## src/rtl/pcie_ss_axis_tx_merge.sv

```systemverilog
// pcie_ss_axis_tx_merge
//   Merges two host-bound TX AXI-S streams (A, B) into one PCIe SS TX stream.
//   Arbitration is packet-atomic round-robin; a 2-entry skid buffer sits on
//   the output so no input tready depends combinationally on tx_tready.
//   Optional feature macro: PCIE_SS_TX_MERGE_STATS_EN (per-input packet counters).
//
//   Handshake: a beat transfers on any channel exactly in a cycle where
//   tvalid && tready are both high at the rising clock edge. A source holds
//   tvalid and its payload stable until the transfer happens. tready may be
//   asserted independently of tvalid.
module pcie_ss_axis_tx_merge #(
  parameter int DATA_WIDTH = 512,
  parameter int USER_WIDTH = 10
) (
  input  logic                    clk,
  input  logic                    rst,
  input  logic                    tx_a_tvalid,
  output logic                    tx_a_tready,
  input  logic [DATA_WIDTH-1:0]   tx_a_tdata,
  input  logic [DATA_WIDTH/8-1:0] tx_a_tkeep,
  input  logic                    tx_a_tlast,
  input  logic [USER_WIDTH-1:0]   tx_a_tuser_vendor,
  input  logic                    tx_b_tvalid,
  output logic                    tx_b_tready,
  input  logic [DATA_WIDTH-1:0]   tx_b_tdata,
  input  logic [DATA_WIDTH/8-1:0] tx_b_tkeep,
  input  logic                    tx_b_tlast,
  input  logic [USER_WIDTH-1:0]   tx_b_tuser_vendor,
  output logic                    tx_tvalid,
  input  logic                    tx_tready,
  output logic [DATA_WIDTH-1:0]   tx_tdata,
  output logic [DATA_WIDTH/8-1:0] tx_tkeep,
  output logic                    tx_tlast,
  output logic [USER_WIDTH-1:0]   tx_tuser_vendor,
  output logic [31:0]             pkt_cnt_a,
  output logic [31:0]             pkt_cnt_b,
  output logic [1:0]              dbg_state_o
);

  localparam int KEEP_WIDTH = DATA_WIDTH / 8;

  typedef enum logic [1:0] {
    IDLE   = 2'd0,
    LOCK_A = 2'd1,
    LOCK_B = 2'd2
  } state_t;

  state_t state_q, state_d;
  logic   last_grant_q, last_grant_d;   // 0 = A, 1 = B
  logic   space_q, space_d;
  logic [1:0] count_q, count_d;
  logic   rd_ptr_q, rd_ptr_d;
  logic   wr_ptr_q, wr_ptr_d;

  logic [DATA_WIDTH-1:0] buf_data_q [2];
  logic [KEEP_WIDTH-1:0] buf_keep_q [2];
  logic                  buf_last_q [2];
  logic [USER_WIDTH-1:0] buf_user_q [2];

  logic grant_a, grant_b, push, pop;
  logic in_last;
  logic [DATA_WIDTH-1:0] in_data;
  logic [KEEP_WIDTH-1:0] in_keep;
  logic [USER_WIDTH-1:0] in_user;

  // Arbitration, input readies and FSM next state
  always_comb begin
    state_d      = state_q;
    last_grant_d = last_grant_q;
    grant_a      = 1'b0;
    grant_b      = 1'b0;
    tx_a_tready  = 1'b0;
    tx_b_tready  = 1'b0;
    push         = 1'b0;
    in_last      = 1'b0;
    case (state_q)
      IDLE: begin
        if (tx_a_tvalid && tx_b_tvalid) begin
          // Contention: the input that did not win last time goes now.
          grant_a = last_grant_q;
          grant_b = !last_grant_q;
        end else begin
          grant_a = tx_a_tvalid;
          grant_b = tx_b_tvalid;
        end
      end
      LOCK_A:  grant_a = 1'b1;
      LOCK_B:  grant_b = 1'b1;
      default: state_d = IDLE;
    endcase
    tx_a_tready = space_q && grant_a;
    tx_b_tready = space_q && grant_b;
    push        = (tx_a_tready && tx_a_tvalid) || (tx_b_tready && tx_b_tvalid);
    in_last     = grant_b ? tx_b_tlast : tx_a_tlast;
    if (push) begin
      if (state_q == IDLE) last_grant_d = grant_b;
      if (in_last) state_d = IDLE;
      else         state_d = grant_b ? LOCK_B : LOCK_A;
    end
  end

  // Payload of the granted input
  always_comb begin
    in_data = grant_b ? tx_b_tdata        : tx_a_tdata;
    in_keep = grant_b ? tx_b_tkeep        : tx_a_tkeep;
    in_user = grant_b ? tx_b_tuser_vendor : tx_a_tuser_vendor;
  end

  assign tx_tvalid = (count_q != 2'd0);
  assign pop       = tx_tvalid && tx_tready;

  // Skid buffer pointer/occupancy next state; space is registered from it
  always_comb begin
    wr_ptr_d = wr_ptr_q ^ push;
    rd_ptr_d = rd_ptr_q ^ pop;
    count_d  = count_q;
    case ({push, pop})
      2'b10:   count_d = count_q + 2'd1;
      2'b01:   count_d = count_q - 2'd1;
      default: count_d = count_q;
    endcase
    space_d = (count_d != 2'd2);
  end

  // Control state registers
  always_ff @(posedge clk) begin
    if (rst) begin
      state_q      <= IDLE;
      last_grant_q <= 1'b1;
      space_q      <= 1'b0;
      count_q      <= 2'd0;
      rd_ptr_q     <= 1'b0;
      wr_ptr_q     <= 1'b0;
    end else begin
      state_q      <= state_d;
      last_grant_q <= last_grant_d;
      space_q      <= space_d;
      count_q      <= count_d;
      rd_ptr_q     <= rd_ptr_d;
      wr_ptr_q     <= wr_ptr_d;
    end
  end

  // Skid buffer storage; payload needs no reset since count qualifies it
  always_ff @(posedge clk) begin
    if (push) begin
      buf_data_q[wr_ptr_q] <= in_data;
      buf_keep_q[wr_ptr_q] <= in_keep;
      buf_last_q[wr_ptr_q] <= in_last;
      buf_user_q[wr_ptr_q] <= in_user;
    end
  end

  assign tx_tdata        = buf_data_q[rd_ptr_q];
  assign tx_tkeep        = buf_keep_q[rd_ptr_q];
  assign tx_tlast        = buf_last_q[rd_ptr_q];
  assign tx_tuser_vendor = buf_user_q[rd_ptr_q];
  assign dbg_state_o     = state_q;

`ifdef PCIE_SS_TX_MERGE_STATS_EN
  logic        buf_src_q [2];
  logic [31:0] cnt_a_q, cnt_a_d, cnt_b_q, cnt_b_d;

  // Source tag travels with each buffered beat
  always_ff @(posedge clk) begin
    if (push) buf_src_q[wr_ptr_q] <= grant_b;
  end

  // Count packets as their last beat leaves on the merged stream; wraps
  always_comb begin
    cnt_a_d = cnt_a_q;
    cnt_b_d = cnt_b_q;
    if (pop && tx_tlast) begin
      if (buf_src_q[rd_ptr_q]) cnt_b_d = cnt_b_q + 32'd1;
      else                     cnt_a_d = cnt_a_q + 32'd1;
    end
  end

  // Counter registers
  always_ff @(posedge clk) begin
    if (rst) begin
      cnt_a_q <= 32'd0;
      cnt_b_q <= 32'd0;
    end else begin
      cnt_a_q <= cnt_a_d;
      cnt_b_q <= cnt_b_d;
    end
  end

  assign pkt_cnt_a = cnt_a_q;
  assign pkt_cnt_b = cnt_b_q;
`else
  assign pkt_cnt_a = 32'd0;
  assign pkt_cnt_b = 32'd0;
`endif

endmodule

```

## config.mk

```make
export PLATFORM = sky130hd
export DESIGN_NAME = pcie_ss_axis_tx_merge
export DESIGN_NICKNAME = d
export VERILOG_FILES = /design/src/rtl/pcie_ss_axis_tx_merge.sv
export SDC_FILE = /design/constraint.sdc
export NUM_CORES = 2
export LEC_CHECK = 0
export CAP_MARGIN = 20
export CELL_PAD_IN_SITES_DETAIL_PLACEMENT = 1
export CELL_PAD_IN_SITES_GLOBAL_PLACEMENT = 1
export CORE_AREA = 2 2 711 713
export CTS_CLUSTER_DIAMETER = 60
export DETAILED_ROUTE_END_ITERATION = 6
export DIE_AREA = 0 0 713 715
export PLACE_DENSITY_LB_ADDON = 0.1
export SLEW_MARGIN = 20
export SYNTH_ARGS = -nofsm -noshare
export SYNTH_HDL_FRONTEND = slang
export SYNTH_SLANG_ARGS = --single-unit
```

## constraint.sdc

```tcl
create_clock -name clk -period 19.95 [get_ports clk]
set_input_delay 3.99 -clock clk [delete_from_list [all_inputs] [get_ports clk]]
set_output_delay 3.99 -clock clk [all_outputs]
set_load 0.05 [all_outputs]
```

==> summary.txt <==
status - complete, no violations
DIE AREA - 0.510 mm²
Final #Nets - 5,669
RSZ-0062 raised after global routing - no
clock sink count - 1,182
Final Setup Violations - 0
Hold Crit Class - flop to flop
Clk Latency, worst-skew pair - 910 ps
Slew Limit Fails - 0
Tmin final - 10,470 ps
CTS clock-pin slew for the worst setup and hold paths - 50 ps
antenna-violating nets left - 0
Total GRT Usage - 12.1%
maxcap violations - 0
Core Region - 0.503 mm²
Cell Area, Synth - 0.0507 mm²
CP dominant cell by count - clkdlybuf4s50_1
Final Hold Viols - 0
share of cells above drive strength 1 - 27.3%
vias in the first global route - 35,500
initial antenna violation count - 168
row count - 261
register area share after synthesis - 69.9%
setup tns final - 0 ps
area grow syn2layout - 64.6%
die extent in x - 713 µm
Clock Skew - 63.8 ps
first-pass GRT wire length - 401,000 µm
async set or reset register ratio after synthesis - 0%
Worst Tran Pin Value - 1090 ps
Layout fillers - 55,800
Sequential Area - 0.0354 mm²
commonest non-fill, non-tap cell in the layout - clkdlybuf4s50_1
CTS tree - built
crit path cell chain - clkdlybuf4s50_1 > a21boi_2 > o21bai_4 > nor2_1 > clkdlybuf4s50_1
Netlist cell types - 33
postcts setup bufs - 0
crit start category - input pin
1st-pass router iterations - 5
CTS H-tree depth - 4
pre-CTS setup slack - 9380 ps
post_cts resized - 0
maximum clock insertion buffer count - 4
initial core utilization - 10.1%
crit path to - tx_b_tready
syn_area_per_cell - 19.5 µm²
crit end category - primary output
VDD IR max - 0.0791 mV
period utilization - 52.5%
ys flop type - edfxtp_1
post-synthesis cell count - 2,595
worst hold path startpoint - last_grant_q
CTS root buf - clkbuf_16
I/O pin cnt - 1,835
most frequent cells in the layout - clkdlybuf4s50_1, edfxtp_1, mux2_2
Final HPWL DP - 259,000 µm
worst stage delay on the critical path - 870 ps
R2R Setup Slk - 14,240 ps
cts hold-fix bufs - 0
CP Max Fanout - 5
Crit Path Category - input pin to primary output
Synth warnings - 0
f_max - 95.5 MHz
grt ovf - 0
reg2reg start - dbg_state_o[0]
final WL - 322,000 µm
Post-synth EDFFs - 1,174
hold slack final - 546 ps
Tot Pwr - 12.4 mW
post-DR vias/cell - 2.84
CP delay by family, top - buffers and inverters
Die Ht - 715 µm
CTS Buf Count - 217
Final Core Density - 16.6%
final worst slack - 9480 ps
CP Buf/Inv Count - 2
DRC - 0
critical path depth in cells - 5
final RePlAce weighted congestion - 0.770
worst r2r path cells - 7
Yosys reg bits - 1,182
Via Count - 32,400
largest net degree at the start of global routing - 116
area taken by multi-input logic gates - 0.0141 mm²
worst endpoint required time - 15,960 ps
Pleak - 26.9 nW
RR Endpoint - buf_data_q[1][370]
slew margin rel. - 27.3%
slowest cell on the critical path - clkdlybuf4s50_1
Worst setup startpoint - tx_b_tvalid
Critical Path AT - 6480 ps
drt wl/cell - 28.2 µm
PortBufs - 1,770
starting DRC count in detailed routing - 1,398
pwr/cell area - 149 mW/mm²
how the worst min path moves through the flow:
stage | slack, ps | cells after the start | to
after floorplan | 500 | 2 | count_q[1]
after global placement | 540 | 2 | last_grant_q
after detailed placement | 550 | 2 | last_grant_q
after CTS | 550 | 2 | last_grant_q
after global routing | 580 | 2 | last_grant_q
final | 550 | 2 | last_grant_q
tightest hold or removal path, stage by stage (launching register included):
cell and delay (ps):
dfxtp_1 320, nor2_1 100, mux2i_1 70
synth_stat cells, types with 2 or more instances:
master	instances	area share (%)
buf_6	44	0.98
mux2_4	100	3.0
buf_4	65	0.96
edfxtp_1	1174	70
o211ai_1	2	0.030
inv_1	4	0.030
dfxtp_1	8	0.32
mux2_1	300	6.7
buf_1	5	0.037
xor2_1	2	0.035
nor2_1	9	0.067
buf_2	74	0.73
or2_2	2	0.025
xnor2_1	2	0.035
nand2_1	2	0.015
ha_1	3	0.074
mux2_2	774	17
o21a_1	2	0.030
clkbuf_1	7	0.052
nor2b_1	3	0.037
state kept, by name, summed over array words and instances (netlist names):
register      cells
rd_ptr_q          1
buf_last_q        2
buf_data_q     1024
wr_ptr_q          1
dbg_state_o       2
last_grant_q      1
buf_user_q       20
count_q           2
space_q           1
buf_keep_q      128
layout make-up:
class	count	share of cell area, %
sequential	1182	42.4
timing repair buffer	1805	21.6
multi-input combinational	1277	16.9
tap	6706	10.1
clock buffer	247	6.64
clock inverter	152	2.16
antenna	34	0.102
inverter	4	0.0180
power by group:
| group | total (mW) | internal [mW] | switching, mW |
|---|---|---|---|
| Combinational | 5.21 | 1.61 | 3.60 |
| Sequential | 3.40 | 3.30 | 0.0991 |
| Clock | 3.79 | 2.37 | 1.42 |
| Total | 12.4 | 7.28 | 5.12 |
stage by stage:
step,std cells,cell area (µm²)
floorplan,2658,50900
finish,11400,83500
global route,11400,83400
CTS,11400,83400
detailed placement,11000,76000
global placement,11000,76000
kinds of logic after synthesis:
logic type	count (synthesis)	share of synthesized area (%)
flops	1182	69.9
mux	1175	26.8
buf+inv	199	2.79
simple gates	19	0.180
compound gates	12	0.192
xor+xnor	4	0.0691
fa+ha+maj	3	0.0740
other cells	1	0.00740
per-layer routing:
metal  wire length (µm)  share of wire [%]  global-route usage [%]  vias to the layer above
met5                444               0.14                       0                        -
met4               6180                1.9                    2.13                       68
met3              28200                8.8                    4.82                      501
met2             172000                 53                    23.0                     1377
met1             116000                 36                    12.6                    16400
li1                   -                  -                       -                    14000
Note: power is estimated with default switching activity, not from simulation.
